File: src/rtl/aes_kat_bist.sv
`default_nettype none
// ============================================================================
// Module   : aes_kat_bist
// Purpose  : Known-answer self-test sequencer for an AES-128 core. On start it
//            streams NUM_VEC ROM vectors into the core at one per clock. Each
//            result is compared with the ROM's expected ciphertext exactly
//            LATENCY cycles after that vector was placed on the core inputs,
//            and a pass/fail summary is held until the next run.
// Ports    : clk, rst           - clock, synchronous active-high reset
//            start              - run request (accepted in IDLE/DONE only)
//            vec_idx            - ROM address; vec_state/vec_key/vec_expect
//                                 are the ROM data returned in the same cycle
//            core_state/core_key- registered stimulus to the core
//            core_out           - core ciphertext
//            busy, done, pass   - run status; pass is qualified by done
//            fail_cnt           - number of mismatching vectors
//            first_fail_idx     - index of first mismatch, all-ones if none
// Options  : AES_KAT_LEAK_MON_EN - adds antena input and leak_cnt output; any
//            rising edge on antena during a run makes the run fail.
// Revision : 1.0 - initial release
// ============================================================================
module aes_kat_bist #(
    parameter int DATA_W  = 128,
    parameter int NUM_VEC = 5,
    parameter int LATENCY = 21,
    parameter int IDX_W   = $clog2(NUM_VEC + 1)
) (
    input  logic              clk,
    input  logic              rst,
    input  logic              start,
    output logic [IDX_W-1:0]  vec_idx,
    input  logic [DATA_W-1:0] vec_state,
    input  logic [DATA_W-1:0] vec_key,
    input  logic [DATA_W-1:0] vec_expect,
    output logic [DATA_W-1:0] core_state,
    output logic [DATA_W-1:0] core_key,
    input  logic [DATA_W-1:0] core_out,
`ifdef AES_KAT_LEAK_MON_EN
    input  logic              antena,
    output logic [15:0]       leak_cnt,
`endif
    output logic              busy,
    output logic              done,
    output logic              pass,
    output logic [IDX_W-1:0]  fail_cnt,
    output logic [IDX_W-1:0]  first_fail_idx
);

    localparam logic [IDX_W-1:0] c_last_idx = IDX_W'(NUM_VEC - 1);

    typedef enum logic [1:0] {
        S_IDLE  = 2'd0,
        S_ISSUE = 2'd1,
        S_DRAIN = 2'd2,
        S_DONE  = 2'd3
    } state_t;

    state_t r_state;
    state_t w_state_nxt;

    logic              w_busy;
    logic              w_done;
    logic              w_start_acc;
    logic              w_issue;

    logic [IDX_W-1:0]  r_issue_cnt;
    logic [DATA_W-1:0] r_core_state;
    logic [DATA_W-1:0] r_core_key;
    logic [IDX_W-1:0]  r_fail_cnt;
    logic [IDX_W-1:0]  r_first_fail;
    logic              r_last_chk;

    // Expectation delay line. An entry enters stage 0 on the same edge its
    // vector is loaded onto core_state, so stage LATENCY holds the entry
    // whose core result is on core_out in the current cycle.
    logic [LATENCY:0]  r_dl_vld;
    logic [IDX_W-1:0]  r_dl_idx [0:LATENCY];
    logic [DATA_W-1:0] r_dl_exp [0:LATENCY];

    logic              w_tail_vld;
    logic              w_mismatch;
    logic              w_tail_last;

    assign w_issue     = (r_state == S_ISSUE);
    assign w_tail_vld  = r_dl_vld[LATENCY];
    assign w_mismatch  = w_tail_vld && (core_out != r_dl_exp[LATENCY]);
    assign w_tail_last = w_tail_vld && (r_dl_idx[LATENCY] == c_last_idx);

    // ------------------------------------------------------------------
    // FSM
    // ------------------------------------------------------------------
    always_ff @(posedge clk) begin
        if (rst) begin
            r_state <= S_IDLE;
        end else begin
            r_state <= w_state_nxt;
        end
    end

    always_comb begin
        w_state_nxt = r_state;
        w_busy      = 1'b0;
        w_done      = 1'b0;
        w_start_acc = 1'b0;
        case (r_state)
            S_IDLE: begin
                if (start) begin
                    w_start_acc = 1'b1;
                    w_state_nxt = S_ISSUE;
                end
            end
            S_ISSUE: begin
                w_busy = 1'b1;
                if (r_issue_cnt == c_last_idx) begin
                    w_state_nxt = S_DRAIN;
                end
            end
            S_DRAIN: begin
                w_busy = 1'b1;
                // r_last_chk rises on the edge that scores the final vector,
                // so DONE follows one cycle after the last comparison.
                if (r_last_chk) begin
                    w_state_nxt = S_DONE;
                end
            end
            S_DONE: begin
                w_done = 1'b1;
                if (start) begin
                    w_start_acc = 1'b1;
                    w_state_nxt = S_ISSUE;
                end
            end
            default: begin
                w_state_nxt = S_IDLE;
            end
        endcase
    end

    // ------------------------------------------------------------------
    // Issue, check and result registers
    // ------------------------------------------------------------------
    always_ff @(posedge clk) begin
        if (rst) begin
            r_issue_cnt  <= '0;
            r_core_state <= '0;
            r_core_key   <= '0;
            r_dl_vld     <= '0;
            r_fail_cnt   <= '0;
            r_first_fail <= '1;
            r_last_chk   <= 1'b0;
        end else begin
            // Core inputs are zero whenever no vector is being issued.
            r_core_state <= w_issue ? vec_state : '0;
            r_core_key   <= w_issue ? vec_key   : '0;

            if (w_start_acc) begin
                r_issue_cnt <= '0;
            end else if (w_issue) begin
                r_issue_cnt <= r_issue_cnt + IDX_W'(1);
            end

            if (w_start_acc) begin
                r_dl_vld <= '0;
            end else begin
                r_dl_vld <= {r_dl_vld[LATENCY-1:0], w_issue};
            end

            if (w_start_acc) begin
                r_fail_cnt   <= '0;
                r_first_fail <= '1;
                r_last_chk   <= 1'b0;
            end else begin
                if (w_mismatch) begin
                    r_fail_cnt <= r_fail_cnt + IDX_W'(1);
                    if (r_fail_cnt == '0) begin
                        r_first_fail <= r_dl_idx[LATENCY];
                    end
                end
                if (w_tail_last) begin
                    r_last_chk <= 1'b1;
                end
            end
        end
    end

    // Payload of the delay line needs no reset; only the valid bits qualify it.
    always_ff @(posedge clk) begin
        r_dl_idx[0] <= r_issue_cnt;
        r_dl_exp[0] <= vec_expect;
        for (int j = 1; j <= LATENCY; j++) begin
            r_dl_idx[j] <= r_dl_idx[j-1];
            r_dl_exp[j] <= r_dl_exp[j-1];
        end
    end

    // ------------------------------------------------------------------
    // Outputs
    // ------------------------------------------------------------------
    assign vec_idx        = w_issue ? r_issue_cnt : '0;
    assign core_state     = r_core_state;
    assign core_key       = r_core_key;
    assign busy           = w_busy;
    assign done           = w_done;
    assign fail_cnt       = r_fail_cnt;
    assign first_fail_idx = r_first_fail;

`ifdef AES_KAT_LEAK_MON_EN
    logic        r_antena_q;
    logic [15:0] r_leak_cnt;

    always_ff @(posedge clk) begin
        if (rst) begin
            r_antena_q <= 1'b0;
            r_leak_cnt <= '0;
        end else begin
            r_antena_q <= antena;
            if (w_start_acc) begin
                r_leak_cnt <= '0;
            end else if (w_busy && antena && !r_antena_q &&
                         (r_leak_cnt != 16'hFFFF)) begin
                r_leak_cnt <= r_leak_cnt + 16'd1;
            end
        end
    end

    assign leak_cnt = r_leak_cnt;
    assign pass     = w_done && (r_fail_cnt == '0) && (r_leak_cnt == 16'd0);
`else
    assign pass     = w_done && (r_fail_cnt == '0);
`endif

endmodule

`default_nettype wire

File: config.mk
export PLATFORM = sky130hd
export DESIGN_NAME = aes_kat_bist
export DESIGN_NICKNAME = d
export VERILOG_FILES = /design/src/rtl/aes_kat_bist.sv
export SDC_FILE = /design/constraint.sdc
export NUM_CORES = 2
export LEC_CHECK = 0
export BUFFER_PORTS_ARGS = -buffer_cell sky130_fd_sc_hd__buf_2
export CORE_ASPECT_RATIO = 2
export CORE_UTILIZATION = 55
export DETAILED_ROUTE_END_ITERATION = 10
export PLACE_DENSITY = 0.77
export SLEW_MARGIN = 20
export SYNTH_ARGS = -nofsm -noshare
export SYNTH_HDL_FRONTEND = slang
export SYNTH_SLANG_ARGS = --single-unit
File: constraint.sdc
create_clock -name clk -period 2.2 [get_ports clk]
set_clock_uncertainty 0.2 [all_clocks]
set_input_delay 0.44 -clock clk [delete_from_list [all_inputs] [get_ports clk]]
set_output_delay 0.44 -clock clk [all_outputs]
set_load 0.02 [all_outputs]
After elaboration in Yosys (flattened, before gate mapping)
Memories as Yosys holds them, arrays and structs flattened.
Cells that the tools add are included.

word-level totals
  bits of input ports = 515
  bits in latches = 0
  memories = 2
  RAM bits = 2882
  ROM bits = 0
  register bits after elaboration = 290
  logic and storage cells = 42
  output and inout bits = 268

cells by class
  div/mod/pow operators = 0
  equal/unequal tests = 9
  multiplexer cells = 9
  multiply operators = 0
  reduce and logical (&&, ||, !) cells = 11
  magnitude comparators = 0
  add/subtract/negate cells = 2
  shifts and indexed selects = 0
  bitwise operators = 1

memory list
  name      depth  width  rd ports  clocked after memory_dff  wr ports  line  text
  r_dl_exp  22     128    22        0                         22        78    logic [DATA_W-1:0] r_dl_exp [0:LATENCY];
  r_dl_idx  22     3      22        0                         22        77    logic [IDX_W-1:0] r_dl_idx [0:LATENCY];

operators by type and width
  kind                   count
  $ne A128 B128 Y1       1
  $reduce_or A2 Y1       4
  $add A3 B1 Y3 const B  2
  $eq A3 B3 Y1 const B   2
  $mux W2                3
  $pmux W2 S3            1
  $eq A2 B2 Y1 const B   2
  $mux W1                4
  $ne A2 B1 Y1 const B   2
  $logic_and A1 B1 Y1    3
  $logic_not A3 Y1       1
  $mux W3                1
  $reduce_and A3 Y1      1
  $eq A2 B1 Y1 const B   1
  $logic_not A2 Y1       1
  $ne A2 B2 Y1 const B   1
  $reduce_and A2 Y1      1
  $not A1 Y1             1

Logic depth before layout (Yosys ltp)
  word-level depth = 4
  depth in mapped cells = 8
  gate-level depth less buffers = 8

Worst setup path after synthesis
OpenSTA, ideal clock, no wires.

  kind = input to register
  from = input port core_out[82]
  to = register r_first_fail[0] (netlist: first_fail_idx[0]) (read register of r_dl_idx)
  required time = 1.928 ns
  setup time = 0.072 ns
  slack = 0.349 ns
  buffers on the path = 0
  cell stages on the path = 6
  data arrival time = 1.580 ns
  path through = xnor2_1 -> nand4_1 -> nor4_1 -> nand4_1 -> o2111ai_2 -> mux2i_1

between the ends
  longest elaborated chain between the ends = 3

RTL lines
  element                      line  text
  start: declaration           37    input logic [DATA_W-1:0] core_out,
  $ne A128 B128 Y1             86    assign w_mismatch = w_tail_vld && (core_out != r_dl_exp[LATENCY]);
  $logic_and A1 B1 Y1          86
  $reduce_and A2 Y1 (no line)  n/a
  end: declaration             70    logic [IDX_W-1:0] r_first_fail;

Every way passes these cells.
A chain may end at the register's enable or synchronous reset.

==> impl_metrics.yaml <==
die:
  die_h_microns: 496
  io-pin-count: 783
  rows: 181
  die_width_microns: 249
  coreArea_sq_um: 121000
  die_area_sq_um: 124000
  initial_utilization_pct: 55.3
placement:
  pre_cts_ws_ns: -0.592
  port_buffers: 782
  dp_cells: 6051
  hpwlAfterDp_microns: 107000
  place_congestion: 0.888
sta:
  maxSlewHeadroom_pct: 66.2
  setup_violations: 12
  rsz0062_at_grt: "yes"
  hold_slack_ns: 0.0380
  worst_pin_slew_ns: 0.507
  worst_slack_ns: -0.330
  period_needed_ns: 2.53
  fin_setup_tns_ns: -2.58
  drv_slew: 0
  max_freq_mhz: 395
  timing.final.crit_share_pct: 115
  hold_violations: 0
setup_path:
  cp-end-kind: "register"
  r2r_cells: 7
  cp-endpoint: "first_fail_idx[0]$_SDFFE_PP1P_"
  rr_endpoint: "first_fail_idx[0]$_SDFFE_PP1P_"
  cp.arrival_ns: 3.04
  r2r_start: "r_dl_exp[2][711]$_DFF_P_"
  startpoint_type: "register"
  crit_start: "r_dl_exp[2][711]$_DFF_P_"
  required_ns: 2.71
  crit_type: "reg -> reg"
  cp_max_fo: 3
  reg2reg_slack_ns: -0.33
cells_and_area:
  nNetsFinal: 5711
  multi_input_area_sq_um: 3670
  fin_cells: 6981
  post-route-util_pct: 71.0
  seq_area_sq_um: 63500
  area_growth_pct: 28.4
  fill_cells: 7325
  final_layout_size_suffix_gt1_share_pct: 22.7
global_route:
  grt_pass1_vias: 31400
  grt_use_total_pct: 25.3
  grt_pass1_wl_microns: 218000
  grt_max_degree: 58
  overflow: 0
  antenna_found_initial: 109
synth:
  synth-main-ff-cell: "dfxtp_1"
  synth_edf_count: 0
  yosysWarnings: 0
  ys_ff_latch: 3172
  yosysUniqueCellTypes: 25
  syn_inst: 3717
  synth_fp_nets: 4240
  avgSynthCellArea_sq_um: 18.1
  syn_area_sq_um: 67200
  synthArstFlopShare_pct: 0
  ys_seq_area_share_pct: 94.5
routing:
  detail_route.wl_per_cell_microns: 22.6
  wl_met3_microns: 12600
  met2_length_microns: 76900
  drt_iter0_drc: 1476
  postRouteAntennaNets: 0
  wl_met1_microns: 61000
  post-route-drc-count: 0
  top_layer_used: "met5"
  viasPerCell: 4.22
  vias: 29500
  totalWireLength_microns: 158000
  firstDrtPassIters: 5
cts:
  cts_buffers: 218
  clock_latency_ns: 0.83
  clock_path_buffers: 3
  htree_levels: 4
  clock-sinks: 3172
  cts_root_buf: "clkbuf_16"
  cts_tree: "built"
  clk_pin_slew_ns: 0.08
power:
  power_per_cell_area_nw_per_um2: 1290
  p_leak_nw: 37.5
  ir_drop_v: 0.00136
worst_hold_path:
  hold_path_class: "in -> reg"
run_status:
  violations: "setup timing"
  outcome: "finished with violations"
flow_run:
  maxCapViolCount: 0
## report_power, final
group / internal (mW) / total (mW) / leakage [nW] / switching [mW]
clock network: 24.0 / 43.3 / 3.84 / 19.2
logic: 2.38 / 5.90 / 6.99 / 3.52
registers: 61.0 / 62.2 / 26.7 / 1.21
total: 87.4 / 111 / 37.5 / 23.9
## routing by layer
metal	global-route usage (%)	vias to the layer above
met5	0	-
met4	12.2	78
met3	8.99	372
met2	42.6	970
met1	28.6	13600
li1	-	14500
## per-stage QoR
stage / area [sq um] / power [mW]
2_1_floorplan: 67200 / 64.9
3_3_place_gp: 73200 / 67.9
3_5_place_dp: 73200 / 68.1
4_1_cts: 86000 / 112
5_1_grt: 86200 / 115
6_report: 86200 / 111
## kinds of logic after synthesis
group / Yosys count / synth area share (%)
AND/OR/NAND/NOR: 346 / 3.14
AO/OA/AOI/OAI: 12 / 0.125
adder cells (fa/ha/maj): 8 / 0.149
multiplexers: 7 / 0.104
XOR/XNOR: 130 / 1.70
buffers and inverters: 42 / 0.237
flip-flops: 3172 / 94.5
## cell usage after synthesis (all sizes together) (3+ instances only)
| master | instances | share of area (%) |
|---|---|---|
| ha | 8 | 0.15 |
| dfxtp | 3172 | 95 |
| nand4 | 34 | 0.32 |
| and2 | 280 | 2.6 |
| nand2 | 9 | 0.050 |
| xnor2 | 129 | 1.7 |
| mux2i | 7 | 0.10 |
| o21ai | 3 | 0.022 |
| clkbuf | 31 | 0.17 |
| a21oi | 3 | 0.022 |
| nor2 | 12 | 0.067 |
| nor4 | 8 | 0.075 |
| inv | 10 | 0.056 |
## layout by cell type, fill, tap and decap left out, types with 6 or more instances in the layout
cell type / count
and2_1: 277
buf_12: 8
buf_2: 765
buf_4: 40
bufinv_16: 29
clkbuf_1: 40
clkbuf_16: 220
clkbuf_8: 60
clkinv_16: 7
clkinv_2: 27
clkinvlp_4: 10
dfxtp_1: 3163
dfxtp_2: 7
diode_2: 55
dlygate4sd3_1: 463
mux2i_1: 6
nand2_1: 9
nand4_1: 34
nor2_1: 12
xnor2_1: 124
## sequential cells by signal (all words and copies together) (netlist names)
signal,count
core_state,128
r_dl_idx,66
r_issue_cnt,3
first_fail_idx,3
core_key,128
fail_cnt,3
r_dl_vld,22
r_state,2
r_last_chk,1
r_dl_exp,2816
## cell type report
cell class / count / share of cell area (%)
flip-flops and latches: 3172 / 73.7
well taps: 1555 / 2.26
clock buffers: 320 / 7.52
repair buffers: 1283 / 10.5
clock inverters: 83 / 1.63
diodes: 55 / 0.160
multi-input cells: 503 / 4.25
inverters: 10 / 0.0522
## critical path, stage by stage, from the launching register on
cell	delay, ns
dfxtp_1	0.31
xnor2_1	0.15
nand4_1	0.24
buf_4	0.22
nor4_2	0.32
nand4_1	0.28
o2111ai_4	0.37
mux2i_2	0.31
## worst min path at each step
| stage | cells after the start | startpoint | end | slack, ns |
|---|---|---|---|---|
| 2_1_floorplan | 0 | r_dl_exp[0][872]$_DFF_P_ | r_dl_exp[0][1000]$_DFF_P_ | 0.11 |
| 3_3_place_gp | 0 | r_dl_exp[0][817]$_DFF_P_ | r_dl_exp[0][945]$_DFF_P_ | 0.11 |
| 3_5_place_dp | 0 | r_dl_exp[0][16]$_DFF_P_ | r_dl_exp[0][144]$_DFF_P_ | 0.11 |
| 4_1_cts | 2 | vec_expect[79] | r_dl_exp[0][79]$_DFF_P_ | 0.0001 |
| 5_1_grt | 2 | vec_expect[28] | r_dl_exp[0][28]$_DFF_P_ | 0.006 |
| 6_report | 2 | vec_expect[28] | r_dl_exp[0][28]$_DFF_P_ | 0.04 |
## repair_timing
item                                    CTS  global route
pin swaps                                12            10
hold endpoints to repair                414             0
gates resized for setup                  60            11
hold buffers                            463             0
cloned                                    0             0
endpoints found under the setup margin   23            12
buffers inserted                         10             2
Power figures use the tool's default switching activity.
